**src/rtl/branch_redirect_ctrl.sv**
```systemverilog
// Branch resolution and front-end redirect controller: one-cycle redirect/flush on mispredict, then a drain window.
// Define BRANCH_PREDICT_EN to build the 2-bit BHT predictor; without it every fetch predicts not-taken.
module branch_redirect_ctrl #(
   parameter int XLEN         = 32,
   parameter int BHT_ENTRIES  = 16,
   parameter int DRAIN_CYCLES = 2
) (
   input  logic            clk,
   input  logic            rst,
   input  logic            if_valid,
   input  logic [XLEN-1:0] if_pc,
   output logic            pred_taken,
   input  logic            ex_valid,
   input  logic            ex_branch,
   input  logic            ex_taken,
   input  logic            ex_pred_taken,
   input  logic [XLEN-1:0] ex_pc,
   input  logic [XLEN-1:0] ex_target,
   output logic            redirect_valid,
   output logic [XLEN-1:0] redirect_pc,
   output logic            flush,
   output logic            busy,
   output logic [15:0]     mispredict_cnt
);
   localparam int IDXW = (BHT_ENTRIES > 1) ? $clog2(BHT_ENTRIES) : 1;
   localparam int DCW  = $clog2(DRAIN_CYCLES + 1);

   typedef enum logic [1:0] {IDLE, REDIRECT, DRAIN} state_t;

   state_t          state_q, state_d;
   logic [DCW-1:0]  drain_q, drain_d;
   logic            redirect_valid_q, redirect_valid_d;
   logic            flush_q, flush_d;
   logic [XLEN-1:0] redirect_pc_q, redirect_pc_d;
   logic [15:0]     mispredict_cnt_q, mispredict_cnt_d;
   logic            resolve, mispredict;
   logic            unused_if;

   // EX results are only trusted while IDLE; anything seen in REDIRECT/DRAIN is wrong-path.
   assign resolve    = ex_valid & ex_branch & (state_q == IDLE);
   assign mispredict = resolve & (ex_taken != ex_pred_taken);
   assign unused_if  = ^{if_valid, if_pc};

   always_comb begin
      state_d          = state_q;
      drain_d          = drain_q;
      redirect_pc_d    = redirect_pc_q;
      mispredict_cnt_d = mispredict_cnt_q;
      case (state_q)
         IDLE: begin
            if (mispredict) begin
               state_d       = REDIRECT;
               redirect_pc_d = ex_taken ? ex_target : ex_pc + XLEN'(4);
            end
         end
         REDIRECT: begin
            state_d = DRAIN;
            drain_d = DCW'(DRAIN_CYCLES);
         end
         DRAIN: begin
            if (drain_q == DCW'(1)) state_d = IDLE;
            else                    drain_d = drain_q - DCW'(1);
         end
         default: state_d = IDLE;
      endcase
      if (mispredict && (mispredict_cnt_q != 16'hFFFF))
         mispredict_cnt_d = mispredict_cnt_q + 16'd1;
      redirect_valid_d = (state_d == REDIRECT);
      flush_d          = (state_d == REDIRECT);
   end

   always_ff @(posedge clk or posedge rst) begin
      if (rst) begin
         state_q          <= IDLE;
         drain_q          <= '0;
         redirect_valid_q <= 1'b0;
         flush_q          <= 1'b0;
         redirect_pc_q    <= '0;
         mispredict_cnt_q <= '0;
      end else begin
         state_q          <= state_d;
         drain_q          <= drain_d;
         redirect_valid_q <= redirect_valid_d;
         flush_q          <= flush_d;
         redirect_pc_q    <= redirect_pc_d;
         mispredict_cnt_q <= mispredict_cnt_d;
      end
   end

   assign redirect_valid = redirect_valid_q;
   assign flush          = flush_q;
   assign redirect_pc    = redirect_pc_q;
   assign mispredict_cnt = mispredict_cnt_q;
   assign busy           = (state_q != IDLE);

`ifdef BRANCH_PREDICT_EN
   logic [1:0]      bht_q [BHT_ENTRIES];
   logic [1:0]      bht_d [BHT_ENTRIES];
   logic [IDXW-1:0] if_idx, ex_idx;

   assign if_idx = if_pc[2 +: IDXW];
   assign ex_idx = ex_pc[2 +: IDXW];
   // Reads come straight from the flops, so a same-cycle update to this index is not yet visible.
   assign pred_taken = if_valid & bht_q[if_idx][1];

   always_comb begin
      bht_d = bht_q;
      if (resolve) begin
         if (ex_taken && (bht_q[ex_idx] != 2'b11))
            bht_d[ex_idx] = bht_q[ex_idx] + 2'b01;
         else if (!ex_taken && (bht_q[ex_idx] != 2'b00))
            bht_d[ex_idx] = bht_q[ex_idx] - 2'b01;
      end
   end

   always_ff @(posedge clk or posedge rst) begin
      if (rst) begin
         for (int i = 0; i < BHT_ENTRIES; i++) bht_q[i] <= 2'b01;
      end else begin
         bht_q <= bht_d;
      end
   end
`else
   assign pred_taken = 1'b0;
`endif

endmodule

```
**config.mk**
```make
export PLATFORM = sky130hd
export DESIGN_NAME = branch_redirect_ctrl
export DESIGN_NICKNAME = d
export VERILOG_FILES = /design/src/rtl/branch_redirect_ctrl.sv
export SDC_FILE = /design/constraint.sdc
export NUM_CORES = 1
export LEC_CHECK = 0
export CAP_MARGIN = 40
export CORE_MARGIN = 3
export CORE_UTILIZATION = 35
export DETAILED_ROUTE_END_ITERATION = 8
export PLACE_DENSITY = 0.72
export SETUP_SLACK_MARGIN = 0.02
export SLEW_MARGIN = 15
export SYNTH_ARGS = -nofsm -noshare
export SYNTH_HDL_FRONTEND = slang
export SYNTH_SLANG_ARGS = --single-unit
```
**constraint.sdc**
```tcl
create_clock -name clk -period 5.78 [get_ports clk]
set_input_delay 1.734 -clock clk [delete_from_list [all_inputs] [get_ports clk]]
set_output_delay 1.734 -clock clk [all_outputs]
set_load 0.02 [all_outputs]
```
==> impl.org, run 1 <==
** Logic synthesis
- Synthesis produced a netlist with a net count of around 440.
- Syn avg cell area :: 9.22 um^2
- In the synthesized netlist the async set-or-reset flop fraction comes to 100%.
- Synthesis produced 330 cells.
- Warning count from the yosys run :: 0
- Yosys mapped a number of flops with a built-in enable equal to 0.
- Part of the Yosys area used for sequential elements :: 43.6%
- Post-Synthesis Cell Area :: about 0.0030 mm^2
- FF+latch count, synth :: between 50 and 60
- Most used DFF post-synth :: dfrtp_1
- After synthesis, the netlist uses 40 different library cells.

** Layout
- Commonest cells after routing, fill and taps aside :: 120 x clkdlybuf4s50_1, 53 x dfrtp_1, 32 x nand2_1
- The filler cells instantiated in the layout total roughly 770.
- The finished cells cover around 0.0045 mm^2.
- Registers take between 0.001 and 0.0015 mm^2.
- Multi-input gate area :: roughly 0.0016 mm^2
- Final design utilization :: between 50 and 60%
- Final-stage net count :: 550
- Leaving out fill and tap cells, the most frequent cell in the layout is clkdlybuf4s50_1.
- Total inserted antenna cells :: 0
- Area growth from synthesis to layout :: 46.5%
- Share of layout cells above drive strength 1 :: just over 6%

** Global route
- After global routing the overflow that remains totals 0.
- First-pass GRT wire length :: 13,600 um
- Largest net degree at the start of global routing :: between 50 and 60
- Number of antenna violations at the first check in global routing :: 0
- Vias in the first global route :: between 2,000 and 3,000
- For this run, the total global-route usage over all layers was measured as between 10% and 20%.

** Run status
- Status :: finished, final reports clean

** Worst hold path
- Counting instances, the worst hold path has a depth of 2.
- Hold Path End :: redirect_pc[2]$_DFFE_PP0P_
- In this run the most critical hold path is launched from redirect_pc[2]$_DFFE_PP0P_.
- The worst hold path belongs to the class flop to flop.

** Pwr
- Leakage power :: about 1.8 nW
- VDD sags by at most approximately 0.22 mV.
- Dividing total power by cell area gives a power density of 368 mW/mm^2.
- Total Power :: about 0.0016 W

** Floorplan
- The core region is roughly 0.0083 mm^2.
- I/O Pins :: around 160
- The floorplan has 33 rows.
- Die height :: ~100 um
- The floorplan step set the die width to 99.2 um.
- The initial utilization of the core area, before any placement, comes to between 30% and 40%.
- DIE AREA :: just under 0.01 mm^2

** STA
- Unrepaired setup endpoints after global routing :: no
- Number of max-slew violations in the final report :: 0
- On the final layout, the worst clock skew is 0.0105 ns.
- The smallest clock period supported by the final layout is computed as roughly 3.9 ns.
- Final count of negative-setup-slack endpoints :: 0
- Maximum clock frequency :: between 200 and 300 MHz
- In the final timing run, aggregate negative setup slack is 0 ns.
- Max transition margin :: 49.4%
- Crit share post-route :: about 67%
- Smallest hold slack :: 0.492 ns
- Final hold violations :: 0
- Transition time of the tightest slew-check pin :: around 0.76 ns

** Detailed routing
- The detailed router finished its first iteration with between 150 and 200 violations.
- The detail route stage leaves a number of antenna-violating nets equal to 0.
- Wirelength, routed :: between 8000 and 9000 um
- DR DRC count :: 0
- Via count normalized by instance count :: ~5
- Dividing the detail-routed wire length by the instance count gives about 15 um.
- The first TritonRoute pass finished after 4 iterations.
- Summing over every cut layer, the via total after detailed routing is about 2,800.

** Worst setup path
- STA classifies the critical path startpoint as an input pin.
- Worst Path Arrival :: about 4.1 ns
- In this run the critical register-to-register path is launched from state_q[0]$_DFF_PP0_.
- Slack of the worst reg-to-reg path :: ~3.7 ns
- STA classifies the critical path endpoint as a flop.
- Top fanout value on the critical path :: 33
- Critical setup path kind :: input pin to flop
- Data required time of the critical path :: 5.96 ns
- The number of cells on the worst reg-to-reg path is 6.
- Destination of the worst register-to-register timing path :: mispredict_cnt[15]$_DFFE_PP0P_

** Clocking
- For the worst-skew pair, the clock arrives at the later sink with an insertion delay of about 0.3 ns.
- The tree is rooted in a clkbuf_8.
- After clock tree synthesis, the clock-pin slew on the worst setup and hold paths is about 0.10 ns.
- Buffer levels on the longest clock path :: 2
- Setup Buffers After CTS :: 0
- The clock net in this run drives a total of 53 sinks.
- CTS H-Tree Depth :: 2
- CTS tree :: yes
- TritonCTS Buffers :: 5
- After clock tree synthesis, the repair step resized 0 gates.
- For this design, the CTS-stage hold fixing added 0 buffers.

** Placed design
- Area post-placement :: approximately 0.0043 mm^2
- HPWL after DPL :: around 6200 um
- GP Congestion :: 0.861
- Number of buffers inserted by port buffering :: 120

** Run
- The tool flagged a number of max-cap violations equal to 0.
-- sequential cells by signal, summed over array words and instances, names as in the netlist --
name            flops
flush               1
drain_q             2
mispredict_cnt     16
redirect_pc        32
state_q             2
-- cell usage after synthesis (all sizes together), types with 8 or more instances --
library cell  instances  area [um^2]
a21oi                29          156
and3                 13         81.3
buf                   8         43.8
clkbuf                8         30.0
dfrtp                53         1330
inv                   9         33.8
nand2                34          133
nand3                20          100
nand4                16          121
nor2                 25         93.8
o21ai                23          115
o22ai                13          106
xnor2                20          175
xor2                 21          184
-- layout make-up --
class / count / share of cell area [%]
flip-flops and latches: 53 / 29.8
repair buffers: 123 / 27.4
clock inverters: 3 / 1.46
multi-input cells: 252 / 36.1
inverters: 9 / 0.758
clock buffers: 5 / 1.54
well taps: 105 / 2.95
-- worst max-delay path by stage --
stage | from | endpoint | slack (ns)
3_5_place_dp | ex_taken | redirect_pc[15]$_DFFE_PP0P_ | 1.57
4_1_cts | ex_taken | redirect_pc[18]$_DFFE_PP0P_ | 1.88
2_1_floorplan | rst | drain_q[0]$_DFFE_PP0P_ | 2.76
5_1_grt | ex_taken | redirect_pc[26]$_DFFE_PP0P_ | 1.75
3_3_place_gp | ex_taken | mispredict_cnt[15]$_DFFE_PP0P_ | 1.58
6_report | ex_taken | mispredict_cnt[15]$_DFFE_PP0P_ | 1.91
-- logic make-up after synthesis --
family | after synthesis | share of synthesized area (%)
multiplexers | 8 | 2.71
AO/OA/AOI/OAI | 70 | 13.9
buffers and inverters | 25 | 3.54
flip-flops | 53 | 43.6
adder cells (fa/ha/maj) | 3 | 1.23
other | 1 | 0.123
XOR/XNOR | 41 | 11.8
AND/OR/NAND/NOR | 129 | 23.1
-- power by group --
| part | internal, W | total (W) | switching, W |
|---|---|---|---|
| Combinational | 0.000374 | 0.000745 | 0.000372 |
| Clock | 0.000172 | 0.000297 | 0.000124 |
| Sequential | 0.000506 | 0.000600 | 0.0000944 |
| Total | 0.00105 | 0.00164 | 0.000591 |
-- per-stage QoR --
step                setup slack (ns)  instances
global route                    1.75        550
floorplan                       2.76        330
global placement                1.58        542
finish                          1.91        550
CTS                             1.88        550
detailed placement              1.57        542
-- layer usage --
layer / up-vias / routed length [um] / track usage [%]
met3: 6 / 491 / 3.09
met4: 0 / 78 / 3.57
li1: 1392 / - / -
met5: - / 0 / 0
met2: 98 / 4010 / 27.4
met1: 1339 / 3780 / 23.1
-- worst max-delay path: stages --
cell	delay (ns)
clkdlybuf4s50_1	0.61
buf_4	0.41
xor2_1	0.22
nand2_2	0.09
inv_2	0.37
o2111a_1	0.35
nand4_1	0.13
xnor2_1	0.14
No activity file was read; power rests on OpenSTA's default activity.
==> inputs of run 2 (changes only) <==
PLACE_DENSITY = 0.75   (was 0.72)
clock period = 3.37 ns   (was 5.78 ns; I/O delays follow)
==> impl.org, run 2 (synthesis gave the netlist of run 1 again) <==
** Clocking
- The number of buffers added to fix hold violations after cts is 0 (unchanged).
- The buffer depth of the longest clock path was 2 (unchanged).
- The number of clock buffers inserted by TritonCTS came to 5 (unchanged).
- Clk Latency, worst-skew pair :: 0.30 ns (about the same)
- The cell at the root of the clock tree is clkbuf_8 (unchanged).
- CTS H-Tree Depth :: 2 (unchanged)
- Setup Buffers After CTS :: 0 (unchanged)
- The TritonCTS clock tree is yes (unchanged).
- The clock-pin slew on the worst setup and hold paths was 0.09 ns (was 0.10 ns).
- The number of gates resized after cts is 0 (unchanged).
- CTS sink count :: 53 (unchanged)

** Placed design
- The cell area reported after detailed placement came to 0.00437 mm^2 (was 0.00432 mm^2).
- GP Congestion :: 0.855 (was 0.861)
- The half-perimeter wire length after placement is 6410 um (was 6190 um).
- The number of input and output port buffers inserted was 120 (unchanged).
- The setup slack at placement was 0.137 ns (was 1.57 ns).

** STA
- Max transition margin :: 59.7% (was 49.4%)
- The worst-case setup margin in the final layout is 0.461 ns (was 1.91 ns).
- The setup TNS was 0 ns (unchanged).
- Clock period minus worst slack :: approximately 2.9 ns
- The transition at the pin with the smallest max-transition slack was 0.600 ns (was 0.757 ns).
- Crit share post-route :: 86.3%
- The final hold violation count is 0 (unchanged).
- Number of max-slew violations in the final report :: 0 (unchanged)
- The final clock skew was 0.00547 ns (was 0.0105 ns).
- Unrepaired setup endpoints after global routing: no (unchanged).
- Based on the critical path, the design can be clocked at up to about 340 MHz.
- The number of setup violations in the final report came to 0 (unchanged).

** Detailed routing
- Vias post-DR :: 2,882 (was 2,835)
- The DRC violation count after routing was 0 (unchanged).
- Via count normalized by instance count :: 5.20 (was 5.15)
- Final ANT Viol Nets :: 0 (unchanged)
- Average routed wire per standard cell :: 15.2 um (about the same)
- Wirelength, routed :: 8440 um (was 8360 um)
- The total iterations of the first detailed-routing run is 4 (unchanged).
- The number of DRC markers after the initial detailed-route iteration was 80 (was 151).

** Run status
- Status :: finished, final reports clean (unchanged)

** Layout
- Final-stage net count :: 554 (was 550)
- The final non-filler cell area is 0.00448 mm^2 (was 0.00446 mm^2).
- Commonest cells after routing, fill and taps aside :: 120 x clkdlybuf4s50_1, 53 x dfrtp_1, 32 x nand2_1 (unchanged)
- The share of layout cells above drive strength 1 is 6.68% (was 6.07%).
- Leading cell type in the layout, fill and taps excluded :: clkdlybuf4s50_1 (unchanged)
- Area growth from synthesis to layout :: 47.3% (was 46.5%)
- Max reg flops :: 32 (unchanged)
- The filler cell count in the final layout is 752 (was 771).
- Final design utilization :: 53.8% (was 53.5%)
- The number of antenna diodes is 0 (unchanged).

** Worst setup path
- Worst Path Arrival :: 3.13 ns (was 4.06 ns)
- Top fanout value on the critical path :: 9 (was 33)
- Worst R2R Path Depth :: 6 (unchanged)
- The critical path launch point was ex_pc[2] (was ex_taken).
- The start of the worst register-to-register path is state_q[0]$_DFF_PP0_ (unchanged).
- The reg2reg setup slack is 1.43 ns (was 3.73 ns).
- The critical path required time is 3.59 ns (was 5.96 ns).
- The endpoint of the worst register-to-register path is mispredict_cnt[11]$_DFFE_PP0P_ (was mispredict_cnt[15]$_DFFE_PP0P_).
- Critical setup path kind :: input pin to flop (unchanged)
- CP endpoint kind :: flop (unchanged)
- Category of the worst setup path launch point :: input pin (unchanged)

** Global route
- The via count of the first global-routing pass is 2,952 (was 2,763).
- Total GRT Usage :: 17.5% (was 16.7%)
- First-pass GRT wire length :: 14,100 um (was 13,600 um)
- Number of antenna violations at the first check in global routing :: 0 (unchanged)
- GRT overflow :: 0 (unchanged)
- The pin count of the biggest net entering global routing came to 54 (unchanged).

** Run
- Number of maximum-capacitance constraint violations :: 0 (unchanged)

** Pwr
- Total Power :: 0.00277 W (was 0.00164 W)
- Worst IR Drop VDD :: 0.355 mV (was 0.220 mV)
- The cell area power density was 618 mW/mm^2 (was 368 mW/mm^2).
- The reported leakage power was 1.85 nW (was 1.83 nW).

** Floorplan
- The effective utilization at floorplan is 36.5% (unchanged).
- The total die area came to 0.00985 mm^2 (unchanged).
- The vertical die dimension came to 99.2 um (unchanged).
- The placeable core region came to 0.00834 mm^2 (unchanged).
- Floorplan row count :: 33 (unchanged)
- I/O Pins :: 155 (unchanged)
- The die extent in x was 99.2 um (unchanged).

** Worst hold path
- Beginning of the worst hold path :: redirect_pc[20]$_DFFE_PP0P_ (was redirect_pc[2]$_DFFE_PP0P_)
- The end point of the most critical hold path is redirect_pc[20]$_DFFE_PP0P_ (was redirect_pc[2]$_DFFE_PP0P_).
- Hold path cells :: 2 (unchanged)
- Worst min path class :: flop to flop (unchanged)
-- run 2: worst max-delay path by stage --
stage | slack [ns] | end | depth (start not counted)
floorplan | 1.07 | drain_q[0]$_DFFE_PP0P_ | 1
global placement | 0.24 | redirect_pc[28]$_DFFE_PP0P_ | 7
detailed placement | 0.14 | redirect_pc[26]$_DFFE_PP0P_ | 7
CTS | 0.46 | redirect_pc[26]$_DFFE_PP0P_ | 7
global route | 0.31 | redirect_pc[30]$_DFFE_PP0P_ | 7
finish | 0.46 | redirect_pc[26]$_DFFE_PP0P_ | 7
-- run 2: metal layers --
metal | vias up | part of all wire [%] | track usage [%]
met5 | - | 0 | 0
met2 | 91 | 50 | 30.0
met4 | 0 | 0.94 | 3.47
met3 | 10 | 5.3 | 3.65
li1 | 1404 | - | -
met1 | 1377 | 43 | 22.8
-- run 2: cell type report --
type                            count  area [um^2]  share of cell area, %
Multi-Input combinational cell    252         1610                   35.9
Inverter                            9         33.8                  0.754
Clock inverter                      1         30.0                  0.670
Clock buffer                        7         86.3                   1.93
Tap cell                          105          131                   2.93
Timing Repair Buffer              127         1270                   28.2
Sequential cell                    53         1330                   29.6
-- run 2: worst max-delay path: stages --
cell and delay (ns):
clkdlybuf4s50_1 0.58, ha_1 0.29, nand2_1 0.16, nor4_4 0.55
nand4_1 0.19, xor2_1 0.18, o22ai_1 0.17
-- run 2: power by group --
| group | leakage, nW | internal [W] | switching [W] |
|---|---|---|---|
| sequential | 0.658 | 0.000868 | 0.000168 |
| clock | 0.0585 | 0.000243 | 0.000207 |
| combinational | 1.13 | 0.000647 | 0.000639 |
-- run 2: per-stage QoR --
stage,hold WS (ns),instances
global placement,0.469,546
global route,0.525,554
finish,0.495,554
floorplan,0.498,330
CTS,0.501,554
detailed placement,0.479,546
